File: src/rtl/fifo_pkg.sv
// Shared helpers for the asynchronous FIFO pointer logic: pointer width
// derivation and Gray/binary conversion usable at any pointer width.
package fifo_pkg;

    // Widest pointer the conversion helpers handle; callers zero-extend into
    // this width and truncate the result back to their own pointer width.
    localparam int PTR_MAX_W = 32;

    // Pointers carry one extra wrap bit beyond the memory address.
    function automatic int ptr_width(input int addr_width);
        return addr_width + 1;
    endfunction

    function automatic logic [PTR_MAX_W-1:0] bin2gray(input logic [PTR_MAX_W-1:0] bin);
        return (bin >> 1) ^ bin;
    endfunction

    // Each binary bit is the XOR of all Gray bits at and above its position;
    // zero-extended upper bits contribute nothing.
    function automatic logic [PTR_MAX_W-1:0] gray2bin(input logic [PTR_MAX_W-1:0] gray);
        logic [PTR_MAX_W-1:0] bin;
        bin = gray;
        for (int i = 1; i < PTR_MAX_W; i++) begin
            bin = bin ^ (gray >> i);
        end
        return bin;
    endfunction

endpackage

File: src/rtl/ptr_sync.sv
// Multi-flop synchronizer for a Gray-coded pointer crossing clock domains.
// Only one bit changes per pointer step, so a plain flop chain is safe.
module ptr_sync #(
    parameter int WIDTH       = 4,
    parameter int SYNC_STAGES = 2
) (
    input  logic             clk,
    input  logic             rst,
    input  logic [WIDTH-1:0] d,
    output logic [WIDTH-1:0] q
);

    logic [WIDTH-1:0] sync_q [SYNC_STAGES];

    // Shift the asynchronous pointer through the chain; reset clears every stage.
    always_ff @(posedge clk) begin
        if (rst) begin
            for (int i = 0; i < SYNC_STAGES; i++) begin
                sync_q[i] <= '0;
            end
        end else begin
            sync_q[0] <= d;
            for (int i = 1; i < SYNC_STAGES; i++) begin
                sync_q[i] <= sync_q[i-1];
            end
        end
    end

    assign q = sync_q[SYNC_STAGES-1];

endmodule

File: src/rtl/r_ptr_empty.sv
// Read-side pointer and empty/level logic of the asynchronous FIFO.
// Holds the binary read pointer, exports its Gray form to the write domain,
// and derives empty, almost-empty, occupancy and underflow from the
// synchronized write pointer.
module r_ptr_empty
    import fifo_pkg::*;
#(
    parameter int ADDR_WIDTH    = 3,
    parameter int SYNC_STAGES   = 2,
    parameter int AEMPTY_THRESH = 1
) (
    input  logic                  r_clk,
    input  logic                  r_rst,
    input  logic                  r_en,
    input  logic [ADDR_WIDTH:0]   w_gray_ptr,
    output logic [ADDR_WIDTH-1:0] r_addr,
    output logic [ADDR_WIDTH:0]   r_gray_ptr,
    output logic                  r_empty,
    output logic                  r_almost_empty,
    output logic [ADDR_WIDTH:0]   r_level,
    output logic                  r_underflow
);

    localparam int PTR_W = ptr_width(ADDR_WIDTH);
    localparam logic [PTR_W-1:0] AE_TH = PTR_W'(AEMPTY_THRESH);

    logic [PTR_W-1:0] r_bin;
    logic [PTR_W-1:0] r_bin_next;
    logic [PTR_W-1:0] r_gray_next;
    logic [PTR_W-1:0] wq_gray;
    logic [PTR_W-1:0] wq_bin;
    logic [PTR_W-1:0] level_next;
    logic             rd_ok;

    // Write pointer crossing into the read domain.
    ptr_sync #(
        .WIDTH       (PTR_W),
        .SYNC_STAGES (SYNC_STAGES)
    ) u_wptr_sync (
        .clk (r_clk),
        .rst (r_rst),
        .d   (w_gray_ptr),
        .q   (wq_gray)
    );

    // Requests while empty are dropped so the pointer never passes the writer.
    assign rd_ok       = r_en & ~r_empty;
    assign r_bin_next  = r_bin + PTR_W'(rd_ok);
    assign r_gray_next = PTR_W'(bin2gray(PTR_MAX_W'(r_bin_next)));
    assign wq_bin      = PTR_W'(gray2bin(PTR_MAX_W'(wq_gray)));
    // Modular difference is the true occupancy because the wrap bit
    // disambiguates full from empty.
    assign level_next  = wq_bin - r_bin_next;
    assign r_addr      = r_bin[ADDR_WIDTH-1:0];

    // Pointer register: binary for addressing, Gray for the domain crossing.
    always_ff @(posedge r_clk) begin
        if (r_rst) begin
            r_bin      <= '0;
            r_gray_ptr <= '0;
        end else begin
            r_bin      <= r_bin_next;
            r_gray_ptr <= r_gray_next;
        end
    end

    // Flags and level, all from the same wq_gray sample so they always agree.
    always_ff @(posedge r_clk) begin
        if (r_rst) begin
            r_empty        <= 1'b1;
            r_almost_empty <= 1'b1;
            r_level        <= '0;
            r_underflow    <= 1'b0;
        end else begin
            r_empty        <= (r_gray_next == wq_gray);
            r_almost_empty <= (level_next <= AE_TH);
            r_level        <= level_next;
            r_underflow    <= r_en & r_empty;
        end
    end

endmodule

File: config.mk
export PLATFORM = sky130hd
export DESIGN_NAME = r_ptr_empty
export DESIGN_NICKNAME = d
export VERILOG_FILES = /design/src/rtl/fifo_pkg.sv /design/src/rtl/ptr_sync.sv /design/src/rtl/r_ptr_empty.sv
export SDC_FILE = /design/constraint.sdc
export NUM_CORES = 1
export LEC_CHECK = 0
export CELL_PAD_IN_SITES_DETAIL_PLACEMENT = 0
export CELL_PAD_IN_SITES_GLOBAL_PLACEMENT = 2
export CORE_MARGIN = 2
export CORE_UTILIZATION = 31
export DETAILED_ROUTE_END_ITERATION = 16
export GPL_TIMING_DRIVEN = 0
export PLACE_DENSITY_LB_ADDON = 0.1
export SYNTH_ARGS = -nofsm -noshare
export SYNTH_HDL_FRONTEND = slang
export SYNTH_SLANG_ARGS = --single-unit
File: constraint.sdc
create_clock -name r_clk -period 5.6 [get_ports r_clk]
set_input_delay 0.56 -clock r_clk [delete_from_list [all_inputs] [get_ports r_clk]]
set_output_delay 0.56 -clock r_clk [all_outputs]
set_load 0.02 [all_outputs]
# Yosys cells after proc, flatten, opt, wreduce, memory -nomap -nowiden

Memory sizes are Yosys's and may differ from the RTL's.
Index checks and enable logic that the tools add are counted.

Flip-flop bits (word level): 15
Bits in latches: 0
Bits in writable memories: 8
ROM bits: 0
Input port bits: 7
Output and inout bits: 14
Word-level logic and storage cells: 25
Memories: 1

Add/subtract/negate cells: 2
Multiply operators: 0
Divide/modulo/power cells: 0
Magnitude comparators: 1
Equal/unequal tests: 1
Shift-type cells: 0
Multiplexer cells: 5
Bitwise operators: 9
Reductions and logical operators: 0

Memories:

| memory             | depth | bits a word | read ports | clocked after memory_dff | write ports | RTL line       | RTL |
|---|---|---|---|---|---|---|---|
| u_wptr_sync.sync_q | 2     | 4           | 2          | 0                        | 2           | ptr_sync.sv:13 | `logic [WIDTH-1:0] sync_q [SYNC_STAGES];` |

Operators by type and width:

| kind                                                                  | count |
|---|---|
| 4-bit two-way mux                                                     | 2 |
| 4-bit by 1-bit adder with 4-bit output                                | 1 |
| 4-bit equality test                                                   | 1 |
| 4-bit by 1-bit <= comparator with 1-bit output, second input constant | 1 |
| 4-bit subtractor                                                      | 1 |
| 3-bit by 4-bit XOR with 4-bit output                                  | 1 |
| 4-bit by 1-bit XOR with 4-bit output                                  | 1 |
| 4-bit by 2-bit XOR with 4-bit output                                  | 1 |
| 4-bit by 3-bit XOR with 4-bit output                                  | 1 |
| 1-bit two-way mux                                                     | 3 |
| 1-bit bitwise AND                                                     | 2 |
| 1-bit bitwise OR                                                      | 2 |
| 1-bit inverter                                                        | 1 |

# Logic depth before layout (Yosys ltp)

Gate-level depths: netlist of run 1.

Word-level depth: 5
Mapped depth: 10
Depth with buffers taken out: 10

# Modules after synthesis

A second synthesis of run 1 with hierarchy kept.

Cell total of the unflattened synthesis: 89
Area total of the unflattened synthesis: 915.9 um^2

By module, submodules not included:

| module      | instances | cells an instance | area each (um^2) | seq. area each (um^2) |
|---|---|---|---|---|
| r_ptr_empty | 1         | 69                | 675.6            | 280.3 |
| ptr_sync    | 1         | 20                | 240.2            | 160.2 |

# Least setup slack after synthesis of run 1

Ideal clock, no wire load.

Kind: input -> register
Start: in r_en
End: reg r_almost_empty
Setup time: 0.115 ns
Arrival time: 2.243 ns
Required time: 5.485 ns
Slack: 3.241 ns
Stages: 10
Path buffers: 0
Cell sequence: nor2b_1 -> ha_1 -> ha_1 -> xor2_1 -> inv_1 -> ha_1 -> inv_1 -> o21bai_2 -> xnor2_1 -> a31o_1

Longest elaborated chain between the ends: 4

Ends and longest elaborated chain:

| element                                        | RTL line          | RTL |
|---|---|---|
| from (decl)                                    | r_ptr_empty.sv:14 | `input logic r_en,` |
| 1-bit bitwise AND                              | r_ptr_empty.sv:47 | `assign rd_ok = r_en & ~r_empty;` |
| 4-bit by 1-bit adder with 4-bit output         | r_ptr_empty.sv:48 | `assign r_bin_next = r_bin + PTR_W'(rd_ok);` |
| 4-bit subtractor                               | r_ptr_empty.sv:53 | `assign level_next = wq_bin - r_bin_next;` |
| 4-bit by 1-bit <= comparator with 1-bit output | r_ptr_empty.sv:76 | `r_almost_empty <= (level_next <= AE_TH);` |
| to (signal assigned)                           | r_ptr_empty.sv:76 |  |
| to (decl)                                      | r_ptr_empty.sv:19 | `output logic r_almost_empty,` |

No other way between the ends.
A chain may end at the register's enable or synchronous reset.

# Worst setup path in the final report of run 1

Same ends and word-level chain as after synthesis.

==> impl_metrics.py, run 1 <==
metrics = {
    "run_status": {
        "outcome": "finished, final reports clean",
    },
    "global_routing": {
        "grt_max_degree": 13,
        "antenna_found_initial": 0,
        "grt_pass1_vias": 532,
        "overflow": 0,
        "grt_first_pass_wirelength_um": 2460,
        "grt_use_total": 0.101,
    },
    "synth": {
        "post-synth-top-count-cell": "dfxtp_1",
        "ys_seq_area_frac": 0.495,
        "syn_nets": 98,
        "ys_async_sr_fraction": 0,
        "synth_warnings": 0,
        "synthFlopType": "dfxtp_1",
        "postSynthAreaPerCell_um2": 10.3,
        "netlist_area_um2": 890,
        "yosysUniqueCellTypes": 18,
        "ys_top_cells_by_area": "dfxtp_1 50%, xnor2_1 8.9%, nor2b_1 7.7%, ha_1 7.0%, xor2_1 6.9%",
        "synth_top_area_share": 0.495,
        "synth_seq_cells": 22,
        "yosysTopAreaCell": "dfxtp_1",
        "syn_inst": 86,
        "synth_edf_count": 0,
        "yosys-top-cells-count": "22 x dfxtp_1, 13 x nor2_1, 11 x nor2b_1",
    },
    "timing": {
        "tns_ns": 0,
        "rsz0062_at_grt": "false",
        "setup_viol": 0,
        "slew_violations": 0,
        "post-route-period-util": 0.481,
        "worst_slew_pin_slew_ns": 0.486,
        "finalHoldViolCount": 0,
        "skew_ns": 0.00586,
        "layout_setup_ws_ns": 2.91,
        "timing.final.crit_period_ns": 2.69,
        "fmax_ghz": 0.371,
        "max_slew_margin": 0.676,
    },
    "clock_network": {
        "cts_root_buf": "clkbuf_4",
        "cts_resized": 0,
        "clock_latency_ns": 0.30,
        "clockBufferDepth": 2,
        "clk_pin_slew_worst_paths_ns": 0.13,
        "clkSinkCount": 22,
        "ctsHoldBuffers": 0,
        "h-tree-depth": 1,
        "postCtsSetupBuffers": 0,
        "cts_buffers": 3,
        "cts_tree": "yes",
    },
    "pwr": {
        "p_total_uw": 341,
        "power.leakage_nw": 0.481,
        "ir_worst_vdd_mv": 0.171,
        "power.density_mw_per_mm2": 293,
    },
    "worst_setup_path": {
        "worstPathRequired_ns": 5.81,
        "setup.worst_path.end_class": "flip-flop",
        "criticalPathCategory": "input port to flip-flop",
        "r2r_start": "r_empty",
        "r2r-end": "r_almost_empty",
        "r2r.worst_path.cells": 10,
        "arrival_ns": 2.90,
        "r2r_slack_ns": 3.31,
        "critPathMaxFanout": 3,
        "startpoint_type": "input port",
    },
    "routing": {
        "routed_wl_um": 1450,
        "avgViaCountPerCell": 4.08,
        "drtIter0Drc": 10,
        "ant_nets": 0,
        "first_pass_iters": 4,
        "wl_per_cell_um": 10.3,
        "dr_total_vias": 575,
        "drc": 0,
    },
    "finish": {
        "nNetsFinal": 123,
        "insertedDiodeCount": 0,
        "fill_cells": 286,
        "multiInputGateArea_um2": 413,
        "final_area_mm2": 0.00116,
        "ff_latch_area_um2": 440,
        "layout-drive-gt1-share": 0.0818,
        "layout.cells.non_filler": 141,
        "area_growth_pct": 30.9,
    },
    "floorplanning": {
        "die_x_um": 57.6,
        "die_y_um": 57.6,
        "die_area_mm2": 0.00331,
        "rows": 19,
        "start_util": 0.325,
        "core-area_mm2": 0.00273,
        "ios": 21,
    },
    "worst_hold_path": {
        "min-delay-start": "u_wptr_sync.sync_q[0][1]",
        "min_path_type": "flip-flop to flip-flop",
        "holdPathStages": 1,
        "min_to": "u_wptr_sync.sync_q[0][5]",
    },
    "place": {
        "placed_cell_area_mm2": 0.00113,
        "gp_congestion": 0.643,
        "io_buffers": 20,
        "dp_cells": 137,
        "place_hpwl_um": 1080,
        "place_ws_ns": 2.58,
    },
    "run": {
        "drv_cap": 0,
    },
}
[state kept, by name, indices dropped and copies added, names as in the netlist]
| name | count |
|---|---|
| u_wptr_sync.sync_q | 8 |
| r_gray_ptr | 4 |
| r_level | 4 |
| r_bin | 3 |
| r_almost_empty | 1 |
| r_empty | 1 |
| r_underflow | 1 |
[worst max-delay path, stage by stage]
cell and delay, ns:
clkdlybuf4s50_1 0.47, nor2b_1 0.14, ha_1 0.21, ha_1 0.21, xor2_1 0.36, inv_1 0.11, ha_1 0.30, inv_1 0.09
o21bai_2 0.08, xnor2_1 0.15, a31o_1 0.22
[how the worst max path moves through the flow]
stage          start        endpoint  slack [ns]  cells after the start
2_1_floorplan   r_en  r_almost_empty        3.24                     10
3_3_place_gp    r_en  r_almost_empty        2.56                     11
3_5_place_dp    r_en  r_almost_empty        2.58                     11
4_1_cts         r_en  r_almost_empty        2.91                     11
5_1_grt         r_en  r_almost_empty        2.73                     11
6_report        r_en  r_almost_empty        2.91                     11
[report_power, final]
| group | switching, mW | internal, mW |
|---|---|---|
| clock network | 0.0478 | 0.0396 |
| logic | 0.0383 | 0.0418 |
| registers | 0.00452 | 0.169 |
[cells by family (layout without fill, tap and decap cells)]
family,count (synthesis),count (layout),share of synthesized area
xor+xnor,17,17,0.184
flops,22,22,0.495
compound gates,4,4,0.0380
buf+inv,7,31,0.0408
fa+ha+maj,6,6,0.0830
simple gates,30,30,0.159
[cell type report]
| type | count | area share |
|---|---|---|
| Tap cell | 31 | 0.0333 |
| Multi-Input combinational cell | 57 | 0.354 |
| Sequential cell | 22 | 0.378 |
| Timing Repair Buffer | 20 | 0.172 |
| Buffer | 3 | 0.0183 |
| Clock buffer | 4 | 0.0311 |
| Inverter | 4 | 0.0129 |
[metrics by stage]
stage	hold WS [ns]	utilization
after detailed placement	0.427	0.413
after floorplan	0.414	-
after CTS	0.457	0.426
after global routing	0.464	0.426
after global placement	0.425	0.413
final	0.451	0.426
[cells in the final DEF (no fill, tap or decap), drive strengths merged]
cell type	synthesis	routed
xor2	7	7
o21ai	1	1
inv	4	4
o21bai	1	1
a31o	2	2
xnor2	9	9
clkbuf	2	6
nor2b	11	11
dfxtp	22	22
nor2	13	13
maj3	1	1
nand3	1	1
xnor3	1	1
buf	1	1
clkdlybuf4s50	0	20
ha	5	5
nand2	5	5
[routing by layer]
metal,GRT usage,share of wire,vias up
met1,0.141,0.49,244
met3,0.0204,0.050,2
met4,0.0598,0.012,0
li1,-,-,315
met2,0.144,0.45,14
met5,0,0,-
No activity file was read; power rests on OpenSTA's default activity.
==> run 2: changes to the inputs <==
Settings changed: CORE_UTILIZATION 31 to 26.
Clock period 5.6 ns to 2.3 ns, I/O delays scaled along.
==> run 2 against run 1 <==
Against the previous run:
- routed wire length increased by 3.5%
- setup slack got worse by 2.7 ns
- first-iteration DRC count increased by 20%
- sequential cell count unchanged
- sequential share of layout area decreased by 1.6 points
- worst hold slack improved by 0.00072 ns
- cell count increased by 11%
==> impl_metrics.py, run 2 (synthesized netlist as in run 1, its figures left out) <==
metrics = {
    "run_status": {
        "outcome": "finished, final reports clean",
    },
    "finish": {
        "layout-drive-gt1-share": 0.109,
        "insertedDiodeCount": 0,
        "top_regs": "u_wptr_sync.sync_q (8), r_gray_ptr (4), r_level (4)",
        "largest_reg_flops": 8,
        "nNetsFinal": 123,
        "final_common_cell": "dfxtp_1",
        "mostFrequentLayoutCells": "22 x dfxtp_1, 20 x clkdlybuf4s50_1, 13 x nor2_1, 11 x nor2b_1, 9 x xnor2_1",
        "regMostFlops": "u_wptr_sync.sync_q",
        "fill_cells": 359,
        "area_growth_pct": 36.8,
    },
    "pwr": {
        "power.leakage_nw": 0.477,
        "switching_share": 0.267,
        "p_int_uw": 612,
        "clkPwrFrac": 0.257,
        "switchingPower_uw": 223,
        "ir_worst_vdd_mv": 0.266,
        "power.density_mw_per_mm2": 686,
        "sequentialPowerShare": 0.507,
        "comb_power_share": 0.236,
        "p_total_uw": 835,
    },
    "global_routing": {
        "busiest_layer": "met2",
        "overflow": 0,
        "grt_max_degree": 13,
        "use_met1": 0.110,
        "grt_use_total": 0.0915,
        "grt_first_pass_wirelength_um": 2690,
        "grtUsageMet3": 0.0270,
        "grt_pass1_vias": 572,
        "grt_use_met2": 0.142,
        "antenna_found_initial": 0,
    },
    "worst_setup_path": {
        "arrival_ns": 2.34,
        "critPathMaxFanout": 3,
        "cpPeakStageDelay_ns": 0.47,
        "setup.worst_path.end_class": "flip-flop",
        "startpoint_type": "input port",
        "worstPathRequired_ns": 2.52,
        "slowest_stage": "clkdlybuf4s50_1",
        "crit_chain": "clkdlybuf4s50_1 > nor2b_1 > ha_2 > ha_4 > xor2_4 > inv_1 > ha_1 > inv_1 > o21bai_2 > xnor2_1 > a31o_1",
        "criticalPathCategory": "input port to flip-flop",
        "cpMostUsedCell": "inv_1",
    },
    "place": {
        "io_buffers": 20,
        "place_hpwl_um": 1120,
        "gp_congestion": 0.656,
    },
    "timing": {
        "finalHoldViolCount": 0,
        "setup_viol": 0,
        "max_slew_margin": 0.664,
        "rsz0062_at_grt": "false",
        "worst_slew_pin_slew_ns": 0.504,
        "post-route-period-util": 0.922,
        "skew_ns": 0.00188,
        "fmax_ghz": 0.472,
        "slew_violations": 0,
        "hold_ws_ns": 0.451,
        "timing.final.crit_period_ns": 2.12,
    },
    "routing": {
        "first_pass_iters": 4,
        "drc": 0,
        "wl_per_cell_um": 9.60,
        "dr_total_vias": 588,
        "avgViaCountPerCell": 3.77,
        "ant_nets": 0,
        "drtIter0Drc": 12,
        "routed_wl_um": 1500,
    },
    "floorplanning": {
        "start_util": 0.269,
        "core-area_mm2": 0.00331,
        "ios": 21,
        "rows": 21,
        "die_area_mm2": 0.00391,
        "die_x_um": 62.5,
        "die_y_um": 62.5,
    },
    "clock_network": {
        "postCtsSetupBuffers": 0,
        "cts_tree": "yes",
        "cts_root_buf": "clkbuf_4",
        "clkSinkCount": 22,
        "h-tree-depth": 1,
        "clockBufferDepth": 2,
        "clk_pin_slew_worst_paths_ns": 0.12,
        "cts_buffers": 3,
        "clock_latency_ns": 0.30,
    },
    "run": {
        "drv_cap": 0,
    },
    "worst_hold_path": {
        "min_path_type": "flip-flop to flip-flop",
    },
}
run 2: cell counts in the layout (fill, tap and decap cells not counted):
Identical to the previous run, type by type.
run 2: cell type report:
cell class	count	area [µm²]	share of cell area
Buffer	3	21.3	0.0175
Clock buffer	4	36.3	0.0298
Inverter	4	15.0	0.0123
Multi-Input combinational cell	57	447	0.367
Sequential cell	22	440	0.362
Tap cell	46	57.6	0.0473
Timing Repair Buffer	20	200	0.164
run 2: per-layer routing:
layer / vias to the layer above / routed length, µm
met5: - / 0
met2: 12 / 719
met3: 2 / 68
li1: 312 / -
met1: 262 / 690
met4: 0 / 19
run 2: path summary, 6_finish.rpt:
path / slack (ns) / end / start / depth (start not counted)
min: 0.45 / u_wptr_sync.sync_q[0][6] / u_wptr_sync.sync_q[0][2] / 1
max reg2reg: 0.25 / r_almost_empty / u_wptr_sync.sync_q[0][5] / 7
max: 0.18 / r_almost_empty / r_en / 11
min reg2reg: 0.45 / u_wptr_sync.sync_q[0][6] / u_wptr_sync.sync_q[0][2] / 1
run 2: worst max-delay path, delay by kind of cell:
kind,cells,cell delay [ns]
fa+ha+maj,3,0.69
buf+inv,3,0.64
xor+xnor,2,0.34
compound gates,2,0.30
simple gates,1,0.14
run 2: power groups by stage:
stage | combinational (mW) | sequential, mW | clock, mW
after floorplan | 0.0913 | 0.464 | 0
after global placement | 0.201 | 0.432 | 0
after detailed placement | 0.198 | 0.433 | 0
after CTS | 0.199 | 0.424 | 0.230
after global routing | 0.218 | 0.428 | 0.248
final | 0.197 | 0.424 | 0.214
run 2: through the flow:
step | TNS [ns] | setup slack (ns) | cells | instance area (µm²) | util
detailed placement | -0.878 | -0.388 | 152 | 1150 | 0.347
CTS | 0 | 0.0388 | 156 | 1190 | 0.360
global placement | -0.878 | -0.385 | 152 | 1150 | 0.347
floorplan | 0 | 0.105 | 86 | 890 | -
finish | 0 | 0.179 | 156 | 1220 | 0.368
global route | 0 | 0.0139 | 156 | 1220 | 0.368
run 2: repair_timing:
item	in CTS	in global routing
hold buffers	0	0
endpoints found under the hold margin	0	0
resized for setup	1	4
setup endpoints to repair	1	2
pin swaps	0	1
